### src/rtl/rx_unstrip_ctrl_if.sv
// Lane-side and demux-side signal bundle for rx_unstrip_ctrl.
// The slave modport is the controller; master is whoever feeds lanes and takes bytes.
interface rx_unstrip_ctrl_if;
    logic       lane_vld;
    logic [7:0] FL0;
    logic [7:0] FL1;
    logic [7:0] FL2;
    logic [7:0] FL3;
    logic       lane_pop;
    logic       demux_rdy;
    logic [7:0] to_demux;
    logic       to_demux_vld;
    logic       pkt_start;
    logic       pkt_end;
    logic       pkt_err;
    logic [9:0] pkt_len;
    logic       busy;

    modport master (
        output lane_vld, FL0, FL1, FL2, FL3, demux_rdy,
        input  lane_pop, to_demux, to_demux_vld, pkt_start, pkt_end, pkt_err, pkt_len, busy
    );

    modport slave (
        input  lane_vld, FL0, FL1, FL2, FL3, demux_rdy,
        output lane_pop, to_demux, to_demux_vld, pkt_start, pkt_end, pkt_err, pkt_len, busy
    );
endinterface

### src/rtl/rx_unstrip_ctrl.sv
// Serializes 4-lane symbol columns into a byte stream, framing packets from STP/SDP
// up to END/EDB and flagging nullified or over-length packets.
module rx_unstrip_ctrl #(
    parameter logic [7:0] STP     = 8'hFB,
    parameter logic [7:0] SDP     = 8'h5C,
    parameter logic [7:0] END     = 8'hFD,
    parameter logic [7:0] EDB     = 8'hFE,
    parameter logic [9:0] MAX_LEN = 10'd512
) (
    input  logic               clk,
    input  logic               reset_L,
    rx_unstrip_ctrl_if.slave   bus
);

    localparam logic [1:0] IDLE  = 2'd0;
    localparam logic [1:0] SEND  = 2'd1;
    localparam logic [1:0] FETCH = 2'd2;

    logic [1:0] r_state;
    logic [1:0] w_state_nxt;
    logic [7:0] r_col [4];
    logic [7:0] w_col_nxt [4];
    logic [1:0] r_ptr;
    logic [1:0] w_ptr_nxt;
    logic [9:0] r_len;
    logic [9:0] w_len_nxt;
    logic [9:0] r_pkt_len;
    logic [9:0] w_pkt_len_nxt;
    logic [7:0] r_to_demux;
    logic       r_vld;
    logic       r_start;
    logic       r_end;
    logic       r_busy;

    logic       w_pop;
    logic       w_hs;
    logic       w_term;
    logic       w_ovf;
    logic       w_sof;
    logic [7:0] w_byte;
    logic [7:0] w_byte_nxt;
    logic [9:0] w_len_inc;

    function automatic logic [9:0] sat_inc(input logic [9:0] v);
        sat_inc = (v == 10'h3FF) ? 10'h3FF : v + 10'd1;
    endfunction

    function automatic logic is_term(input logic [7:0] b);
        is_term = (b == END) || (b == EDB);
    endfunction

    assign w_byte    = r_col[r_ptr];
    assign w_hs      = r_vld & bus.demux_rdy;
    assign w_term    = is_term(w_byte);
    assign w_len_inc = sat_inc(r_len);
    assign w_ovf     = (w_len_inc == MAX_LEN) & ~w_term;
    assign w_sof     = bus.lane_vld & ((bus.FL0 == STP) | (bus.FL0 == SDP));

    // Next-state, column load, pointer and length bookkeeping.
    always_comb begin
        w_state_nxt   = r_state;
        w_col_nxt     = r_col;
        w_ptr_nxt     = r_ptr;
        w_len_nxt     = r_len;
        w_pkt_len_nxt = r_pkt_len;
        w_pop         = 1'b0;
        case (r_state)
            IDLE: begin
                w_pop = bus.lane_vld;
                if (w_sof) begin
                    w_col_nxt   = '{bus.FL0, bus.FL1, bus.FL2, bus.FL3};
                    w_ptr_nxt   = 2'd0;
                    w_len_nxt   = 10'd0;
                    w_state_nxt = SEND;
                end else begin
                    w_state_nxt = IDLE;
                end
            end
            SEND: begin
                if (w_hs) begin
                    w_len_nxt = w_len_inc;
                    if (w_term) begin
                        w_pkt_len_nxt = w_len_inc;
                        w_state_nxt   = IDLE;
                    end else if (w_ovf) begin
                        w_state_nxt = IDLE;
                    end else if (r_ptr != 2'd3) begin
                        w_ptr_nxt = r_ptr + 2'd1;
                    end else if (bus.lane_vld) begin
                        // Chain straight into the next column so the byte stream has no gap.
                        w_pop     = 1'b1;
                        w_col_nxt = '{bus.FL0, bus.FL1, bus.FL2, bus.FL3};
                        w_ptr_nxt = 2'd0;
                    end else begin
                        w_state_nxt = FETCH;
                    end
                end else begin
                    w_state_nxt = SEND;
                end
            end
            FETCH: begin
                w_pop = bus.lane_vld;
                if (bus.lane_vld) begin
                    w_col_nxt   = '{bus.FL0, bus.FL1, bus.FL2, bus.FL3};
                    w_ptr_nxt   = 2'd0;
                    w_state_nxt = SEND;
                end else begin
                    w_state_nxt = FETCH;
                end
            end
            default: begin
                w_state_nxt = IDLE;
            end
        endcase
    end

    assign w_byte_nxt = w_col_nxt[w_ptr_nxt];

    // State and output registers; outputs are derived from the next state so they
    // line up with the byte being presented.
    always_ff @(posedge clk or negedge reset_L) begin
        if (!reset_L) begin
            r_state    <= IDLE;
            r_col      <= '{default: 8'h00};
            r_ptr      <= 2'd0;
            r_len      <= 10'd0;
            r_pkt_len  <= 10'd0;
            r_to_demux <= 8'h00;
            r_vld      <= 1'b0;
            r_start    <= 1'b0;
            r_end      <= 1'b0;
            r_busy     <= 1'b0;
        end else begin
            r_state    <= w_state_nxt;
            r_col      <= w_col_nxt;
            r_ptr      <= w_ptr_nxt;
            r_len      <= w_len_nxt;
            r_pkt_len  <= w_pkt_len_nxt;
            r_to_demux <= (w_state_nxt == SEND) ? w_byte_nxt : r_to_demux;
            r_vld      <= (w_state_nxt == SEND);
            r_start    <= (w_state_nxt == SEND) && (w_ptr_nxt == 2'd0) && (w_len_nxt == 10'd0);
            r_end      <= (w_state_nxt == SEND) && is_term(w_byte_nxt);
            r_busy     <= (w_state_nxt != IDLE);
        end
    end

    // Error flags the accepting cycle itself, so it coincides with pkt_end on EDB.
    assign bus.pkt_err      = w_hs & ((w_byte == EDB) | w_ovf);
    assign bus.lane_pop     = reset_L & w_pop;
    assign bus.to_demux     = r_to_demux;
    assign bus.to_demux_vld = r_vld;
    assign bus.pkt_start    = r_start;
    assign bus.pkt_end      = r_end;
    assign bus.pkt_len      = r_pkt_len;
    assign bus.busy         = r_busy;

endmodule

### src/flat_wrapper.sv
// flat-port wrapper written by rule: the top's interface ports become plain ports
module rx_unstrip_ctrl_flat 
#(
    parameter logic [7:0] STP     = 8'hFB,
    parameter logic [7:0] SDP     = 8'h5C,
    parameter logic [7:0] END     = 8'hFD,
    parameter logic [7:0] EDB     = 8'hFE,
    parameter logic [9:0] MAX_LEN = 10'd512
)
  (clk, reset_L, bus_lane_vld, bus_FL0, bus_FL1, bus_FL2, bus_FL3, bus_demux_rdy, bus_lane_pop, bus_to_demux, bus_to_demux_vld, bus_pkt_start, bus_pkt_end, bus_pkt_err, bus_pkt_len, bus_busy);
  rx_unstrip_ctrl_if bus_i ();
  input  logic clk;
  input  logic reset_L;
  input wire logic [$bits(bus_i.lane_vld)-1:0] bus_lane_vld;
  input wire logic [$bits(bus_i.FL0)-1:0] bus_FL0;
  input wire logic [$bits(bus_i.FL1)-1:0] bus_FL1;
  input wire logic [$bits(bus_i.FL2)-1:0] bus_FL2;
  input wire logic [$bits(bus_i.FL3)-1:0] bus_FL3;
  input wire logic [$bits(bus_i.demux_rdy)-1:0] bus_demux_rdy;
  output wire logic [$bits(bus_i.lane_pop)-1:0] bus_lane_pop;
  output wire logic [$bits(bus_i.to_demux)-1:0] bus_to_demux;
  output wire logic [$bits(bus_i.to_demux_vld)-1:0] bus_to_demux_vld;
  output wire logic [$bits(bus_i.pkt_start)-1:0] bus_pkt_start;
  output wire logic [$bits(bus_i.pkt_end)-1:0] bus_pkt_end;
  output wire logic [$bits(bus_i.pkt_err)-1:0] bus_pkt_err;
  output wire logic [$bits(bus_i.pkt_len)-1:0] bus_pkt_len;
  output wire logic [$bits(bus_i.busy)-1:0] bus_busy;
  assign bus_i.lane_vld = bus_lane_vld;
  assign bus_i.FL0 = bus_FL0;
  assign bus_i.FL1 = bus_FL1;
  assign bus_i.FL2 = bus_FL2;
  assign bus_i.FL3 = bus_FL3;
  assign bus_i.demux_rdy = bus_demux_rdy;
  assign bus_lane_pop = bus_i.lane_pop;
  assign bus_to_demux = bus_i.to_demux;
  assign bus_to_demux_vld = bus_i.to_demux_vld;
  assign bus_pkt_start = bus_i.pkt_start;
  assign bus_pkt_end = bus_i.pkt_end;
  assign bus_pkt_err = bus_i.pkt_err;
  assign bus_pkt_len = bus_i.pkt_len;
  assign bus_busy = bus_i.busy;
  rx_unstrip_ctrl #(.STP(STP), .SDP(SDP), .END(END), .EDB(EDB), .MAX_LEN(MAX_LEN)) u_core (.clk(clk), .reset_L(reset_L), .bus(bus_i));
endmodule
### config.mk
export PLATFORM = sky130hd
export DESIGN_NAME = rx_unstrip_ctrl_flat
export DESIGN_NICKNAME = d
export VERILOG_FILES = /design/src/rtl/rx_unstrip_ctrl_if.sv /design/src/rtl/rx_unstrip_ctrl.sv /design/src/flat_wrapper.sv
export SDC_FILE = /design/constraint.sdc
export NUM_CORES = 1
export LEC_CHECK = 0
export ABC_AREA = 1
export BUFFER_PORTS_ARGS = -buffer_cell sky130_fd_sc_hd__buf_2
export CORE_ASPECT_RATIO = 0.8
export CORE_MARGIN = 3
export CORE_UTILIZATION = 55
export CTS_BUF_LIST = sky130_fd_sc_hd__clkbuf_8
export DETAILED_ROUTE_END_ITERATION = 6
export PLACE_DENSITY = 0.76
export SYNTH_ARGS = -nofsm -noshare
export SYNTH_HDL_FRONTEND = slang
export SYNTH_SLANG_ARGS = --single-unit
### constraint.sdc
create_clock -name clk -period 2.3 [get_ports clk]
set_input_delay 0.23 -clock clk [delete_from_list [all_inputs] [get_ports clk]]
set_output_delay 0.23 -clock clk [all_outputs]
set_load 0.01 [all_outputs]
==> impl_metrics.tcl, run 1 <==
set metrics [dict create \
    postPlaceCellArea_mm2 0.00613 \
    clock_sinks 68 \
    critPathRequiredTime_ns 2.60 \
    placed_cells 1019 \
    pwr-share-seq 0.211 \
    start_util 0.576 \
    detail_route.vias_per_cell 5.91 \
    cp_slowest_cell "dfrtp_1" \
    crit_start "u_core.r_len[0]" \
    period_needed_ns 2.77 \
    swShare 0.484 \
    tritoncts "built" \
    fin_util 0.823 \
    die_w_um 113 \
    fmax_ghz 0.361 \
    p_leak_nw 3.82 \
    layout_common_cells "196 x nand2_1, 107 x buf_4, 84 x inv_1, 65 x dfrtp_1, 59 x buf_2" \
    synthesis.area_mm2 0.00499 \
    portBuffers 59 \
    r2r-end "u_core.bus.pkt_end" \
    floorplan.rows 30 \
    globalRouteOverflowTotal 0 \
    end_kind "flop" \
    fp.dieH_um 91.2 \
    ys_types 43 \
    root_buffer "clkbuf_8" \
    cp.arrival_ns 3.07 \
    synth.avg_cell_area_um2 6.52 \
    synthArstFlopShare 1.00 \
    coreArea_mm2 0.00867 \
    design_area_mm2 0.00714 \
    synth_ff_type "dfrtp_1" \
    grt_max_degree 69 \
    critical_path_class "flop to flop" \
    drv_slew 0 \
    grt_pass1_vias 5679 \
    power.internal_w 0.00478 \
    finalWorstSetupSlack_ns -0.471 \
    wirelength_mm 18.9 \
    numCtsBuffers 9 \
    cts.clk_slew.worst_paths_ns 0.08 \
    area_delta_synth_final_pct 42.9 \
    path_buf_inv 3 \
    synth-seq-area-share 0.341 \
    irDropWorstVdd_v 0.000860 \
    cp_max_fo 7 \
    pin_count 60 \
    hold_viol 0 \
    grt_pass1_wl_mm 28.2 \
    power_switching_w 0.00448 \
    post-route-period-util 1.20 \
    wl_per_cell_um 17.9 \
    slew_headroom 0.410 \
    htree_levels 3 \
    critPathLaunchType "flop" \
    die-area_mm2 0.0103 \
    p_comb_frac 0.669 \
    maxCapViolations 0 \
    nNetsFinal 977 \
    dpl.hpwl_mm 12.5 \
    violations "negative setup slack" \
    hold_buffers 0 \
    worstMarginPinSlew_ns 0.885 \
    diodes 0 \
    p_clk_frac 0.120 \
    ys_ff_latch 68 \
    slowest_delay_ns 0.43 \
    synthCells 766 \
    dr.first_iter.drc_count 716 \
    r2r.worst_path.cells 21 \
    holdCritPathClass "input port to asynchronous set/reset pin" \
    gp_congestion 0.979 \
    critPathMostFrequentCell "nand3_2" \
    setup_violations 16 \
    ant_nets 0 \
    crit_family "simple AND/OR/NAND/NOR gates" \
    drive_above_1_share 0.383 \
    rsz0062_at_grt "true" \
    syn-num-nets 804 \
    regToRegStartpoint "u_core.r_len[0]" \
    drc 0 \
    final_common_cell "nand2_1" \
    clockBufferDepth 2 \
    power.density_mw_per_mm2 1300 \
    worstSkewPairLatency_ns 0.36 \
    yosysWarnings 0 \
    reg2reg_slack_ns -0.47 \
    outcome "finished with violations" \
    clock_skew_ns 0.0100 \
    stdcell_count 1056 \
    vias 6245 \
    first_pass_iters 6 \
    grt_util_all_layers 0.345 \
    synth_edf_count 0 \
    worstPathCellList "ha_4 -> nand2_4 -> nor2_4 -> nand3b_1 -> nand2_2 -> inv_2 -> nand2_2 -> nor2_4 -> nand2_4 -> nand3_4 -> buf_4 -> buf_4 -> nand2_1 -> nand3_2 -> nand2_1 -> nand3_2 -> nand3_2 -> nand2_4 -> nor2_2 -> nand3_2 -> nor2_2" \
    antenna_found_initial 0 \
]
==> power by group through the flow <==
stage	Sequential, W	Combinational (W)	Clock, W
after global routing	0.00198	0.00665	0.00117
after CTS	0.00192	0.00524	0.00113
after detailed placement	0.00193	0.00465	0
after floorplan	0.00189	0.00264	0
after global placement	0.00192	0.00453	0
final	0.00196	0.00619	0.00111
==> worst register-to-register path: cells and delay by family (launching register included) <==
kind / cells / cell delay, ns
simple gates: 17 / 1.70
flops: 1 / 0.43
buf+inv: 3 / 0.38
fa+ha+maj: 1 / 0.20
==> worst max-delay path by stage <==
stage / end / cells past startpoint
after floorplan: u_core.bus.pkt_end / 21
after global placement: u_core.bus.pkt_end / 16
after detailed placement: u_core.bus.pkt_end / 16
after CTS: u_core.bus.pkt_end / 22
after global routing: u_core.bus.pkt_end / 21
final: u_core.bus.pkt_end / 21
==> flip-flops by register name, summed over array words and instances (netlist names), 2 cells and up <==
signal               cells
u_core.r_state           2
u_core.bus.to_demux      8
u_core.r_len            10
u_core.bus.pkt_len      10
u_core.r_col            32
u_core.r_ptr             2
==> logic make-up after synthesis <==
| kind of cell | after synthesis | share of synthesized area |
|---|---|---|
| buffers and inverters | 126 | 0.104 |
| AND/OR/NAND/NOR | 438 | 0.391 |
| multiplexers | 2 | 0.00451 |
| XOR/XNOR | 2 | 0.00351 |
| AO/OA/AOI/OAI | 128 | 0.151 |
| adder cells (fa/ha/maj) | 2 | 0.00501 |
| flip-flops | 68 | 0.341 |
==> layout make-up <==
class,count,area (µm²)
multi-input cells,574,3310
clock buffers,9,124
flip-flops and latches,68,1710
inverters,99,390
fillers,540,1530
repair buffers,186,1350
clock inverters,7,92.6
well taps,112,140
repair inverters,1,16.3
==> stage by stage <==
| stage | hold slack, ns | TNS, ns | worst slack [ns] | power [W] |
|---|---|---|---|---|
| finish | 0.136 | -3.47 | -0.471 | 0.00926 |
| floorplan | -0.0656 | 0 | 0.0114 | 0.00453 |
| CTS | 0.130 | -1.79 | -0.271 | 0.00829 |
| global placement | 0.461 | -2.34 | -0.416 | 0.00646 |
| detailed placement | 0.469 | -2.83 | -0.419 | 0.00659 |
| global route | 0.161 | -5.48 | -0.573 | 0.00981 |
==> layer usage <==
metal / GRT usage / up-vias / share of wire
li1: - / 2830 / -
met1: 0.451 / 2920 / 0.39
met2: 0.532 / 424 / 0.45
met3: 0.115 / 69 / 0.13
met4: 0.119 / 2 / 0.029
met5: 0.0359 / - / 0.0024
==> synthesized netlist by cell type, drive strengths merged (5+ instances only) <==
| cell type | number | area [µm²] |
|---|---|---|
| dfrtp | 68 | 1700 |
| clkbuf | 15 | 56.3 |
| nand3 | 83 | 440 |
| nor2 | 76 | 333 |
| o22ai | 5 | 31.3 |
| inv | 99 | 377 |
| buf | 12 | 85.1 |
| nor3 | 5 | 25.0 |
| nand2 | 249 | 985 |
| nand4 | 18 | 119 |
| o21ai | 71 | 370 |
| a21boi | 19 | 143 |
| a21oi | 20 | 111 |
==> what timing repair did <==
| action | in CTS | in global routing |
|---|---|---|
| endpoints found under the hold margin | 0 | 0 |
| setup endpoints to repair | 15 | 38 |
| setup buffers | 6 | 13 |
| resized for setup | 75 | 107 |
| cloned | 1 | 3 |
| pin swaps | 41 | 52 |
(Power assumes the default switching activity.)
==> run 2, diff against run 1 <==
==> constraint.sdc (replaced) <==
create_clock -name clk -period 2.3 [get_ports clk]
set_input_delay 0.23 -clock clk [delete_from_list [all_inputs] [get_ports clk]]
set_output_delay 0.23 -clock clk [all_outputs]
set_load 0.1 [all_outputs]
==> impl_metrics.tcl, run 2 (synthesized netlist as in run 1, its figures left out) <==
set metrics [dict create \
    power_switching_w 0.00504 \
    wirelength_mm 19.1 \
    globalRouteOverflowTotal 0 \
    dr.first_iter.drc_count 789 \
    grt_max_degree 69 \
    cp_slowest_cell "dfrtp_1" \
    outcome "finished with violations" \
    post-route-period-util 1.21 \
    pin_count 60 \
    clockBufferDepth 2 \
    hold_viol 0 \
    root_buffer "clkbuf_8" \
    drc 0 \
    irDropWorstVdd_v 0.00123 \
    die_w_um 113 \
    worstPathCellList "buf_6 -> inv_1 -> buf_4 -> nor2_1 -> nand3_1 -> nor2_2 -> nand2_2 -> nor2_4 -> nand2_4 -> buf_4 -> nand4_1 -> nand3_2 -> a21oi_4 -> nand3_2 -> nand2_2 -> nand2_1 -> inv_1 -> nor2_1 -> nand2_1 -> nor2_1" \
    grt_pass1_wl_mm 28.4 \
    vias 6297 \
    numCtsBuffers 9 \
    die-area_mm2 0.0103 \
    antenna_found_initial 0 \
    area_delta_synth_final_pct 41.7 \
    worstMarginPinSlew_ns 0.939 \
    setup_violations 17 \
    layout_common_cells "219 x nand2_1, 104 x buf_4, 88 x inv_1, 65 x dfrtp_1, 61 x nor2_1" \
    end_kind "flop" \
    critPathMostFrequentCell "nor2_1" \
    p_clk_frac 0.136 \
    portBuffers 59 \
    coreArea_mm2 0.00867 \
    holdCritPathClass "input port to asynchronous set/reset pin" \
    finalWorstSetupSlack_ns -0.481 \
    path_buf_inv 5 \
    critPathRequiredTime_ns 2.56 \
    fp.dieH_um 91.2 \
    final_common_cell "nand2_1" \
    largest_reg_flops 32 \
    drv_slew 0 \
    crit_family "simple AND/OR/NAND/NOR gates" \
    ant_nets 0 \
    first_pass_iters 7 \
    slowest_delay_ns 0.41 \
    cts.clk_slew.worst_paths_ns 0.08 \
    placed_cells 1023 \
    tritoncts "built" \
    grt_util_all_layers 0.345 \
    floorplan.rows 30 \
    diodes 0 \
    violations "negative setup slack" \
    slew_headroom 0.374 \
    pwr-share-seq 0.198 \
    power.density_mw_per_mm2 1410 \
    htree_levels 3 \
    dpl.hpwl_mm 12.5 \
    wl_per_cell_um 18.1 \
    critical_path_class "flop to flop" \
    rsz0062_at_grt "true" \
    final.setup.tns_ns -4.57 \
    p_leak_nw 3.83 \
    cp.arrival_ns 3.04 \
    start_util 0.576 \
    clock_sinks 68 \
    worstSkewPairLatency_ns 0.36 \
    grt_pass1_vias 5815 \
    maxCapViolations 0 \
    gp_congestion 0.965 \
    nNetsFinal 977 \
    cp_max_fo 7 \
    stdcell_count 1056 \
    clock_skew_ns 0.0114 \
    detail_route.vias_per_cell 5.96 \
    power.internal_w 0.00493 \
    p_comb_frac 0.666 \
    fmax_ghz 0.360 \
    critPathLaunchType "flop" \
    drive_above_1_share 0.327 \
    swShare 0.505 \
    largest-register "u_core.r_col" \
    period_needed_ns 2.78 \
]
[run 2: changes by cell type in the layout (fill, tap and decap cells not counted), moves of 4 or more]
cell / previous run / this run
a21boi_0: 11 / 16
inv_1: 84 / 88
nand3_1: 44 / 60
nand2_4: 12 / 8
inv_2: 13 / 9
nand2_1: 196 / 219
a21boi_1: 4 / 0
nand3_2: 37 / 21
o21ai_2: 7 / 1
o21ai_1: 4 / 9
nand2_2: 40 / 20
buf_12: 3 / 7
[run 2: worst reg2reg max path: cells and delay by family, from the launching register on]
kind / cells / cell delay, ns
flip-flops: 1 / 0.41
buffers and inverters: 5 / 0.58
AND/OR/NAND/NOR: 14 / 1.38
AO/OA/AOI/OAI: 1 / 0.31
[run 2: what timing repair did]
item                                    in CTS  in global routing
buffers inserted                             8                  7
gates resized for setup                     43                 69
pin swaps                                    9                 14
gates cloned                                 1                  2
endpoints found under the setup margin      15                 29
hold buffers                                 0                  0
[run 2: worst paths after layout]
check / start / endpoint / slack (ns) / cells after the start
min reg2reg: u_core.bus.pkt_len[1] / u_core.bus.pkt_len[1] / 0.48 / 2
max reg2reg: u_core.r_len[0] / u_core.bus.pkt_end / -0.48 / 20
max: u_core.r_len[0] / u_core.bus.pkt_end / -0.48 / 20
max in group asynchronous: reset_L / u_core.bus.to_demux_vld / 1.48 / 2
min: reset_L / u_core.bus.pkt_len[5] / 0.13 / 2
min in group clk: bus_FL1[6] / u_core.r_col[22] / 0.14 / 3
[run 2: layer usage]
metal  global-route usage  up-vias  wire [µm]
met3               0.0839       93       2410
met2                0.530      462       8500
met5                    0        -          0
met4                0.135        0        732
met1                0.467     2906       7430
li1                     -     2836          -
[run 2: layout make-up]
cell class                 count  area, µm²
clock inverter                 7        141
multi-input combinational    573       3140
timing repair buffer         187       1430
inverter                      99        387
fill                         581       1600
timing repair inverter         1       6.26
clock buffer                   9        124
tap                          112        140
sequential                    68       1710
[run 2: power groups by stage]
stage                     Clock (W)  Sequential (W)  Combinational (W)
final                       0.00136         0.00197            0.00664
after global routing        0.00139         0.00200            0.00706
after CTS                   0.00134         0.00193            0.00584
after detailed placement          0         0.00195            0.00541
after global placement            0         0.00194            0.00528
after floorplan                   0         0.00260            0.00268
[run 2: stage by stage]
| stage | setup WS [ns] | cell area [µm²] | power [W] | util | hold slack, ns |
|---|---|---|---|---|---|
| detailed placement | -0.422 | 6220 | 0.00737 | 0.717 | 0.468 |
| global placement | -0.301 | 6220 | 0.00722 | 0.717 | 0.461 |
| global route | -0.596 | 7070 | 0.0105 | 0.816 | 0.161 |
| finish | -0.481 | 7070 | 0.00998 | 0.816 | 0.126 |
| CTS | -0.317 | 6730 | 0.00911 | 0.776 | 0.131 |
| floorplan | -0.0455 | 5020 | 0.00527 | - | -0.0656 |
